**config.mk**
```make
export PLATFORM = sky130hd
export DESIGN_NAME = mmcm_rst_seq
export DESIGN_NICKNAME = d
export VERILOG_FILES = /design/src/rtl/mmcm_rst_seq.sv
export SDC_FILE = /design/constraint.sdc
export NUM_CORES = 1
export LEC_CHECK = 0
export CAP_MARGIN = 40
export CORE_ASPECT_RATIO = 1.75
export CORE_MARGIN = 2
export CORE_UTILIZATION = 59
export DETAILED_ROUTE_END_ITERATION = 7
export PLACE_DENSITY_LB_ADDON = 0.12
export SYNTH_ARGS = -nofsm -noshare
export SYNTH_HDL_FRONTEND = slang
export SYNTH_SLANG_ARGS = --single-unit
```
**constraint.sdc**
```tcl
create_clock -name clk_gloal_in -period 3.3 [get_ports clk_gloal_in]
set_input_delay 0.495 -clock clk_gloal_in [delete_from_list [all_inputs] [get_ports clk_gloal_in]]
set_output_delay 0.495 -clock clk_gloal_in [all_outputs]
set_load 0.005 [all_outputs]
```
**src/rtl/mmcm_rst_seq.sv**
```systemverilog
// mmcm_rst_seq: reset/lock supervisor for the logic-clock MMCM.
//
// Runs on the free-running 200 MHz input clock. Each attempt pulses the MMCM
// reset, then waits for LOCKED with a timeout. Lock must then hold for a
// stable window. After that, the four downstream domain resets are released
// in staggered order: 20M, 25M, 50M, then logic.
// Failed attempts are retried up to MAX_RETRY times; after that the block parks in FAIL.
// Lock loss or a software request restarts the whole sequence.
//
// Ports:
//   clk_gloal_in      free-running input clock
//   hardware_rst_in   asynchronous active-high reset
//   soft_rst_req_in   single-cycle restart request (highest priority)
//   mmcm_locked_in    MMCM LOCKED, asynchronous (synchronized internally)
//   mmcm_rst_out      MMCM RST, active-high
//   rst_domain_out    domain resets, active-high: [0]=20M [1]=25M [2]=50M [3]=logic
//   ready_out         all domains released and lock healthy
//   fail_out          retry budget exhausted
//   retry_cnt_out     failed attempts in the current sequence
//   state_out         FSM state code (RST=0 WAIT_LOCK=1 STABLE=2 RELEASE=3 RUN=4 FAIL=5)
//   lock_loss_cnt_out RUN-to-RST lock-loss count, saturating
//                     (only present when MMCM_LOCK_LOSS_CNT_EN is defined)
//
// Optional feature macro: MMCM_LOCK_LOSS_CNT_EN

module mmcm_rst_seq #(
  parameter int unsigned RST_PULSE_CYC    = 16,
  parameter int unsigned LOCK_TIMEOUT_CYC = 200000,
  parameter int unsigned LOCK_STABLE_CYC  = 1024,
  parameter int unsigned STAGGER_CYC      = 64,
  parameter int unsigned MAX_RETRY        = 7,
  parameter int unsigned CNT_W            = 20
) (
  input  logic        clk_gloal_in,
  input  logic        hardware_rst_in,
  input  logic        soft_rst_req_in,
  input  logic        mmcm_locked_in,
  output logic        mmcm_rst_out,
  output logic [3:0]  rst_domain_out,
  output logic        ready_out,
  output logic        fail_out,
  output logic [2:0]  retry_cnt_out,
`ifdef MMCM_LOCK_LOSS_CNT_EN
  output logic [15:0] lock_loss_cnt_out,
  output logic [2:0]  state_out
`else
  output logic [2:0]  state_out
`endif
);

  typedef enum logic [2:0] {
    StRst      = 3'd0,
    StWaitLock = 3'd1,
    StStable   = 3'd2,
    StRelease  = 3'd3,
    StRun      = 3'd4,
    StFail     = 3'd5
  } state_e;

  localparam logic [CNT_W-1:0] PulseLast   = CNT_W'(RST_PULSE_CYC - 1);
  localparam logic [CNT_W-1:0] TimeoutLast = CNT_W'(LOCK_TIMEOUT_CYC - 1);
  localparam logic [CNT_W-1:0] StableLast  = CNT_W'(LOCK_STABLE_CYC - 1);
  localparam logic [CNT_W-1:0] ReleaseLast = CNT_W'(4 * STAGGER_CYC - 1);
  localparam logic [2:0]       RetryMax    = 3'(MAX_RETRY);

  state_e           state_q, state_d;
  logic [CNT_W-1:0] timer_q, timer_d;
  logic [2:0]       retry_q, retry_d;
  logic             lock_meta_q, lock_s_q;
  logic             mmcm_rst_q, mmcm_rst_d;
  logic [3:0]       rst_domain_q, rst_domain_d;
  logic             ready_q, ready_d;
  logic             fail_q, fail_d;
  logic             attempt_fail;
  logic             run_lock_lost;

  // Two-flop synchronizer for the asynchronous LOCKED input.
  always_ff @(posedge clk_gloal_in or posedge hardware_rst_in) begin
    if (hardware_rst_in) begin
      lock_meta_q <= 1'b0;
      lock_s_q    <= 1'b0;
    end else begin
      lock_meta_q <= mmcm_locked_in;
      lock_s_q    <= lock_meta_q;
    end
  end

  always_comb begin
    state_d       = state_q;
    timer_d       = timer_q;
    retry_d       = retry_q;
    attempt_fail  = 1'b0;
    run_lock_lost = 1'b0;

    unique case (state_q)
      StRst: begin
        if (timer_q == PulseLast) state_d = StWaitLock;
        else                      timer_d = timer_q + 1'b1;
      end
      StWaitLock: begin
        // Lock wins over a simultaneous timeout.
        if (lock_s_q)                    state_d      = StStable;
        else if (timer_q == TimeoutLast) attempt_fail = 1'b1;
        else                             timer_d      = timer_q + 1'b1;
      end
      StStable: begin
        if (!lock_s_q)                  attempt_fail = 1'b1;
        else if (timer_q == StableLast) state_d      = StRelease;
        else                            timer_d      = timer_q + 1'b1;
      end
      StRelease: begin
        if (!lock_s_q)                   attempt_fail = 1'b1;
        else if (timer_q == ReleaseLast) state_d      = StRun;
        else                             timer_d      = timer_q + 1'b1;
      end
      StRun: begin
        if (!lock_s_q) begin
          state_d       = StRst;
          run_lock_lost = 1'b1;
        end
      end
      StFail: begin
        state_d = StFail;
      end
      default: state_d = StRst;
    endcase

    // Shared retry budget; the counter therefore saturates at MAX_RETRY.
    if (attempt_fail) begin
      if (retry_q < RetryMax) begin
        retry_d = retry_q + 1'b1;
        state_d = StRst;
      end else begin
        state_d = StFail;
      end
    end

    if (state_d == StRun) retry_d = '0;

    if (soft_rst_req_in) begin
      state_d       = StRst;
      retry_d       = '0;
      run_lock_lost = 1'b0;
    end

    // Timer restarts on any state change and on a soft request (restarts the RST pulse).
    if ((state_d != state_q) || soft_rst_req_in) timer_d = '0;

    mmcm_rst_d = (state_d == StRst) || (state_d == StFail);
    fail_d     = (state_d == StFail);
    ready_d    = (state_d == StRun);

    unique case (state_d)
      StRun: rst_domain_d = 4'h0;
      StRelease: begin
        // Bit k clears on the edge that ends RELEASE cycle (k+1)*STAGGER_CYC.
        for (int k = 0; k < 4; k++) begin
          rst_domain_d[k] = (timer_d < CNT_W'((k + 1) * STAGGER_CYC));
        end
      end
      default: rst_domain_d = 4'hF;
    endcase
  end

  always_ff @(posedge clk_gloal_in or posedge hardware_rst_in) begin
    if (hardware_rst_in) begin
      state_q      <= StRst;
      timer_q      <= '0;
      retry_q      <= '0;
      mmcm_rst_q   <= 1'b1;
      rst_domain_q <= 4'hF;
      ready_q      <= 1'b0;
      fail_q       <= 1'b0;
    end else begin
      state_q      <= state_d;
      timer_q      <= timer_d;
      retry_q      <= retry_d;
      mmcm_rst_q   <= mmcm_rst_d;
      rst_domain_q <= rst_domain_d;
      ready_q      <= ready_d;
      fail_q       <= fail_d;
    end
  end

  assign mmcm_rst_out   = mmcm_rst_q;
  assign rst_domain_out = rst_domain_q;
  assign ready_out      = ready_q;
  assign fail_out       = fail_q;
  assign retry_cnt_out  = retry_q;
  assign state_out      = state_q;

`ifdef MMCM_LOCK_LOSS_CNT_EN
  logic [15:0] lock_loss_q;

  // Not cleared by soft requests; only hardware reset clears it.
  always_ff @(posedge clk_gloal_in or posedge hardware_rst_in) begin
    if (hardware_rst_in) begin
      lock_loss_q <= '0;
    end else if (run_lock_lost && (lock_loss_q != 16'hFFFF)) begin
      lock_loss_q <= lock_loss_q + 16'd1;
    end
  end

  assign lock_loss_cnt_out = lock_loss_q;
`else
  logic unused_run_lock_lost;
  assign unused_run_lock_lost = run_lock_lost;
`endif

endmodule

```
==> impl_metrics.json, run 1 <==
{
  "die_w_um": 51.7,
  "cts-root-buf": "clkbuf_8",
  "instances_no_fill": 351,
  "wire_per_inst_um": 18.9,
  "place_area_um2": 2630,
  "ff2ff_setup_slack_ns": 0.18,
  "ioPinCount": 17,
  "path_class": "flip-flop to flip-flop",
  "critPathArrivalTime_ns": 3.31,
  "relSlewSlack": 0.528,
  "yosys.cell_types.count": 60,
  "synth-edff-count": 0,
  "critPathLaunchType": "flip-flop",
  "avgSynthCellArea_um2": 8.52,
  "grt_start_max_net_pins": 20,
  "wirelength_um": 6650,
  "cts_buffer_depth": 2,
  "grt_antenna_before_repair": 0,
  "finalCriticalPeriod_ns": 3.12,
  "dr.first_iter.drc_count": 136,
  "gp_congestion": 1.02,
  "hpwl_um": 5030,
  "use_met2": 0.604,
  "cp_slowest_stage_delay_ns": 0.54,
  "cpMaxStageDelayCell": "or4_4",
  "fin_crit_sh": 0.945,
  "ys_seq_area_frac": 0.375,
  "grt_setup_unrepaired": "false",
  "tns_ns": 0,
  "vias_per_cell": 6.42,
  "cts_sinks": 35,
  "synth_warnings": 0,
  "worstHoldPathCells": 0,
  "synth_seq_cells": 35,
  "ant_nets": 0,
  "fin_area_um2": 2760,
  "initial_core_util": 0.608,
  "path_clk_slew_ns": 0.08,
  "synthArstFlopShare": 1.00,
  "area_delta_synth_final_pct": 17.2,
  "fillCellCount": 313,
  "crit_required_ns": 3.49,
  "syn_area_um2": 2350,
  "via_count": 2254,
  "syn_inst": 276,
  "gr-usage-all-layers": 0.331,
  "hp-start": "lock_meta_q$_DFF_PP0_",
  "p_leak_nw": 1.16,
  "holdBufCountCts": 0,
  "worst_slew_pin_slew_ns": 0.707,
  "clock_latency_ns": 0.29,
  "hp-class": "flip-flop to flip-flop",
  "synth_ff_type": "dfrtp_1",
  "drive_above_1_share": 0.149,
  "cts_resized": 0,
  "finalNetCount": 308,
  "rows": 30,
  "met3_usage": 0.0666,
  "synthesis.nets": 282,
  "path_cells": "ha_1, nor3b_1, nand4_1, o31a_1, nand3_1, a211oi_1, buf_4, mux2i_1, or4_4, o31ai_1",
  "die_h_um": 87.5,
  "holdPathEnd": "lock_s_q$_DFF_PP0_",
  "r2r_end": "rst_domain_out[2]$_DFF_PP1_",
  "busiest_layer": "met2",
  "slew_violations": 0,
  "seqCellArea_um2": 882,
  "cap_violations": 0,
  "finish.utilization": 0.713,
  "hold_viol": 0,
  "first_pass_iters": 4,
  "ys_top_cells_by_area": "dfrtp_1 32%, dfstp_2 5.6%, nor2_1 5.4%",
  "endpoint_kind": "flip-flop",
  "skew_ns": 0.00636,
  "path_max_fanout": 6,
  "grt.met1_usage": 0.334,
  "setup_viol": 0,
  "synth_top_cell_by_area": "dfrtp_1",
  "fin_ws_ns": 0.182,
  "synth_top_cell_area_share": 0.319,
  "r2r_start": "timer_q[1]$_DFFE_PP0P_",
  "drc": 0,
  "numCtsBuffers": 5,
  "cts_tree": "built",
  "placedCellCount": 343,
  "r2r_cells": 10,
  "multi_input_area_um2": 1360,
  "core_area_um2": 3870,
  "htreeDepth": 2,
  "pre_cts_ws_ns": 0.288,
  "power_density_nw_per_um2": 318,
  "io_buffers": 16,
  "grt-ovfl-total": 0,
  "grt_pass1_vias": 2345,
  "status": "finished clean",
  "dieArea_um2": 4530,
  "antennaDiodeCount": 0,
  "vdd_drop_max_uv": 344,
  "cts_setup_buffers": 0,
  "grt_pass1_wl_um": 11100,
  "fmax_mhz": 321
}
registers in the layout, summed over array words and instances (netlist names):
register / count
lock_meta_q: 1
ready_out: 1
fail_out: 1
retry_cnt_out: 3
lock_s_q: 1
rst_domain_out: 4
state_out: 3
timer_q: 20
mmcm_rst_out: 1
how the worst max path moves through the flow:
stage | slack [ns] | endpoint | startpoint
3_5_place_dp | 0.29 | rst_domain_out[3]$_DFF_PP1_ | timer_q[0]$_DFFE_PP0P_
4_1_cts | 0.18 | rst_domain_out[2]$_DFF_PP1_ | timer_q[13]$_DFF_PP0_
3_3_place_gp | 0.30 | rst_domain_out[2]$_DFF_PP1_ | timer_q[13]$_DFF_PP0_
2_1_floorplan | 0.60 | rst_domain_out[0]$_DFF_PP1_ | timer_q[13]$_DFF_PP0_
5_1_grt | 0.02 | rst_domain_out[2]$_DFF_PP1_ | timer_q[10]$_DFF_PP0_
6_report | 0.18 | rst_domain_out[2]$_DFF_PP1_ | timer_q[1]$_DFFE_PP0P_
where the power goes:
part	internal, W	total, W	leakage (nW)	switching (W)
logic	0.0000139	0.0000386	0.638	0.0000247
clock network	0.000229	0.000398	0.0587	0.000169
registers	0.000433	0.000441	0.465	0.00000756
total	0.000676	0.000878	1.16	0.000202
routing by layer:
metal  vias up  wire length (µm)
li1       1054                 -
met1      1084              2350
met2        84              3570
met3        32               359
met4         0               377
met5         -                 0
cell usage in the layout, fill, tap and decap left out, types with 3 or more instances in the layout:
master | Yosys | layout
o31ai_1 | 5 | 5
mux2i_1 | 3 | 3
a31oi_1 | 3 | 3
dfstp_2 | 5 | 5
nand4_1 | 14 | 14
o21ai_0 | 7 | 7
xor2_1 | 7 | 7
a21oi_1 | 15 | 15
nor3_1 | 7 | 7
clkbuf_8 | 0 | 5
clkdlybuf4s50_1 | 0 | 16
xnor2_1 | 11 | 11
nand2_1 | 29 | 29
nor2_1 | 34 | 34
buf_4 | 1 | 19
nor4_1 | 4 | 4
nand3_1 | 13 | 13
or2_2 | 3 | 3
dfrtp_1 | 30 | 30
and2_1 | 6 | 6
inv_1 | 9 | 9
worst max-delay path: cells and delay by family, from the launching register on:
kind	cells	cell delay (ns)
buffers and inverters	1	0.16
AO/OA/AOI/OAI	3	0.79
adder cells (fa/ha/maj)	1	0.31
AND/OR/NAND/NOR	4	1.18
flip-flops	1	0.46
multiplexers	1	0.13
synthesized netlist by cell type (3+ instances only):
| master | count |
|---|---|
| and2_1 | 6 |
| nor4_1 | 4 |
| xor2_1 | 7 |
| nor3_1 | 7 |
| or2_2 | 3 |
| buf_2 | 7 |
| clkbuf_1 | 5 |
| o21ai_0 | 7 |
| mux2i_1 | 3 |
| dfrtp_1 | 30 |
| o31ai_1 | 5 |
| nand3_1 | 13 |
| nand4_1 | 14 |
| a21oi_1 | 15 |
| dfstp_2 | 5 |
| a31oi_1 | 3 |
| nand2_1 | 29 |
| inv_1 | 9 |
| nor2_1 | 34 |
| xnor2_1 | 11 |
kinds of logic (layout without fill, tap and decap cells):
| group | Yosys count | count (layout) | synth area share |
|---|---|---|---|
| AO/OA/AOI/OAI | 56 | 56 | 0.166 |
| XOR/XNOR | 18 | 18 | 0.0670 |
| adder cells (fa/ha/maj) | 2 | 2 | 0.0106 |
| buffers and inverters | 25 | 52 | 0.0516 |
| flip-flops | 35 | 35 | 0.375 |
| multiplexers | 3 | 3 | 0.0128 |
| AND/OR/NAND/NOR | 137 | 137 | 0.316 |
per-stage QoR:
step | hold WS, ns | total power (W)
6_report | 0.364 | 0.000878
5_1_grt | 0.369 | 0.000903
4_1_cts | 0.368 | 0.000885
3_5_place_dp | 0.350 | 0.000488
3_3_place_gp | 0.337 | 0.000486
2_1_floorplan | 0.331 | 0.000471
area by class of cell:
cell class                      instances  share of cell area
Multi-Input combinational cell        216               0.494
Sequential cell                        35               0.320
Timing Repair Buffer                   35               0.110
Clock buffer                            5              0.0250
Tap cell                               48              0.0218
Clock inverter                          3              0.0172
Inverter                                9              0.0123
Power figures use the tool's default switching activity.
==> run 2, diff against run 1 <==
==> constraint.sdc (replaced) <==
create_clock -name clk_gloal_in -period 3.3 [get_ports clk_gloal_in]
set_input_delay 0.825 -clock clk_gloal_in [delete_from_list [all_inputs] [get_ports clk_gloal_in]]
set_output_delay 0.825 -clock clk_gloal_in [all_outputs]
set_load 0.005 [all_outputs]
==> run 2 against run 1 <==
Clock power about the same. Die area unchanged. First-iteration DRC count down 24%. Via count down 1.2%. Non-clock buffer count up 1. Worst setup slack better by 0.019 ns. Critical path depth down 1. Sequential power about the same. Sequential share of layout area about the same. Clock skew up 0.00072 ns. Register-to-register slack better by 0.02 ns. Critical endpoint is now rst_domain_out[1]$_DFF_PP1_. Largest power group unchanged.
==> impl_metrics.json, run 2 (same netlist as run 1, synthesis figures left out) <==
{
  "wire_per_inst_um": 17.7,
  "area_delta_synth_final_pct": 17.1,
  "via_count": 2227,
  "ioPinCount": 17,
  "grt_start_max_net_pins": 36,
  "worst_slew_pin_slew_ns": 0.464,
  "cpMaxStageDelayCell": "dfrtp_1",
  "crit_required_ns": 3.50,
  "first_pass_iters": 4,
  "fmax_mhz": 323,
  "fin_area_um2": 2760,
  "status": "finished clean",
  "holdBufCountCts": 0,
  "worstSetupStartpoint": "timer_q[13]$_DFF_PP0_",
  "largest_reg_flops": 20,
  "cts-root-buf": "clkbuf_8",
  "critPathArrivalTime_ns": 3.30,
  "dr.first_iter.drc_count": 104,
  "power_density_nw_per_um2": 318,
  "antennaDiodeCount": 0,
  "place_area_um2": 2640,
  "gr-usage-all-layers": 0.309,
  "cts_buffer_depth": 2,
  "io_buffers": 16,
  "clock_latency_ns": 0.30,
  "ant_nets": 0,
  "cts_tree": "built",
  "cp_slowest_stage_delay_ns": 0.47,
  "drive_above_1_share": 0.151,
  "initial_core_util": 0.608,
  "dieArea_um2": 4530,
  "p_leak_nw": 1.16,
  "grt-ovfl-total": 0,
  "finalCriticalPeriod_ns": 3.10,
  "path_cells": "nor4_2, nand4_1, o21ai_1, and2_0, buf_4, a221o_1, o2111ai_1, or4_4, o31ai_1",
  "hpwl_um": 4740,
  "drc": 0,
  "endpoint_kind": "flip-flop",
  "finalNetCount": 309,
  "path_max_fanout": 7,
  "tns_ns": 0,
  "mostFrequentLayoutCell": "nor2_1",
  "wirelength_um": 6240,
  "die_h_um": 87.5,
  "rows": 30,
  "numCtsBuffers": 5,
  "critPathLaunchType": "flip-flop",
  "slew_violations": 0,
  "fillCellCount": 324,
  "grt_pass1_vias": 2118,
  "path_class": "flip-flop to flip-flop",
  "relSlewSlack": 0.688,
  "grt_pass1_wl_um": 10300,
  "final_cell_mix": "34 x nor2_1, 30 x dfrtp_1, 29 x nand2_1, 20 x buf_4, 16 x clkdlybuf4s50_1",
  "setup_viol": 0,
  "gp_congestion": 0.981,
  "top_register": "timer_q",
  "hp-class": "flip-flop to flip-flop",
  "path_clk_slew_ns": 0.08,
  "core_area_um2": 3870,
  "skew_ns": 0.00707,
  "cap_violations": 0,
  "fin_crit_sh": 0.939,
  "grt_antenna_before_repair": 0,
  "hp-start": "lock_meta_q$_DFF_PP0_",
  "cts_sinks": 35,
  "hold_viol": 0,
  "grt_setup_unrepaired": "false",
  "r2r_start": "timer_q[13]$_DFF_PP0_",
  "vdd_drop_max_uv": 288,
  "die_w_um": 51.7,
  "htreeDepth": 2,
  "vias_per_cell": 6.33
}
[run 2: cell count changes in the layout (fill, tap and decap cells not counted), sizes merged]
cell / delta
buf: +1
[run 2: worst max-delay path, delay by kind of cell, from the launching register on]
kind,cells,cell delay [ns]
AND/OR/NAND/NOR,4,1.43
flip-flops,1,0.47
AO/OA/AOI/OAI,4,0.92
buffers and inverters,1,0.18
[run 2: per-stage QoR]
step,cells,setup slack [ns],utilization,total power [W],hold slack [ns]
detailed placement,344,0.232,0.682,0.000486,0.335
finish,352,0.201,0.713,0.000877,0.351
floorplan,276,0.597,-,0.000471,0.331
global placement,344,0.300,0.682,0.000485,0.338
CTS,352,0.221,0.712,0.000887,0.354
global route,352,0.0396,0.713,0.000905,0.376
[run 2: timing repair]
item                                   in CTS  in global routing
setup endpoints to repair                   0                  3
endpoints found under the hold margin       0                  0
setup buffers                               0                  0
resized for setup                           0                  1
[run 2: worst paths after layout]
| kind | endpoint | slack (ns) | depth (start not counted) |
|---|---|---|---|
| setup / recovery | rst_domain_out[1]$_DFF_PP1_ | 0.20 | 9 |
| hold / removal | lock_s_q$_DFF_PP0_ | 0.35 | 0 |
| setup reg to reg | rst_domain_out[1]$_DFF_PP1_ | 0.20 | 9 |
| hold reg to reg | lock_s_q$_DFF_PP0_ | 0.35 | 0 |
| max in group asynchronous | rst_domain_out[0]$_DFF_PP1_ | 2.03 | 3 |
| min in group asynchronous | timer_q[9]$_DFF_PP0_ | 0.92 | 3 |
[run 2: layout make-up]
| class | instances | area, µm² | area share |
|---|---|---|---|
| Multi-Input combinational cell | 216 | 1350 | 0.491 |
| Sequential cell | 35 | 882 | 0.320 |
| Timing Repair Buffer | 36 | 310 | 0.113 |
| Clock buffer | 5 | 68.8 | 0.0250 |
| Tap cell | 48 | 60.1 | 0.0218 |
| Clock inverter | 3 | 47.5 | 0.0173 |
| Inverter | 9 | 33.8 | 0.0123 |
[run 2: layer usage]
layer  global-route usage  vias to the layer above  part of all wire
li1                     -                     1060                 -
met1                0.339                     1044              0.37
met2                0.543                       92              0.52
met3               0.0478                       31             0.045
met4                0.191                        0             0.063
met5                    0                        -                 0
[run 2: where the power goes]
| part | leakage, nW | internal [W] | switching (W) |
|---|---|---|---|
| combinational | 0.638 | 0.0000139 | 0.0000232 |
| clock | 0.0587 | 0.000229 | 0.000171 |
| sequential | 0.465 | 0.000433 | 0.00000769 |
| total | 1.16 | 0.000676 | 0.000201 |
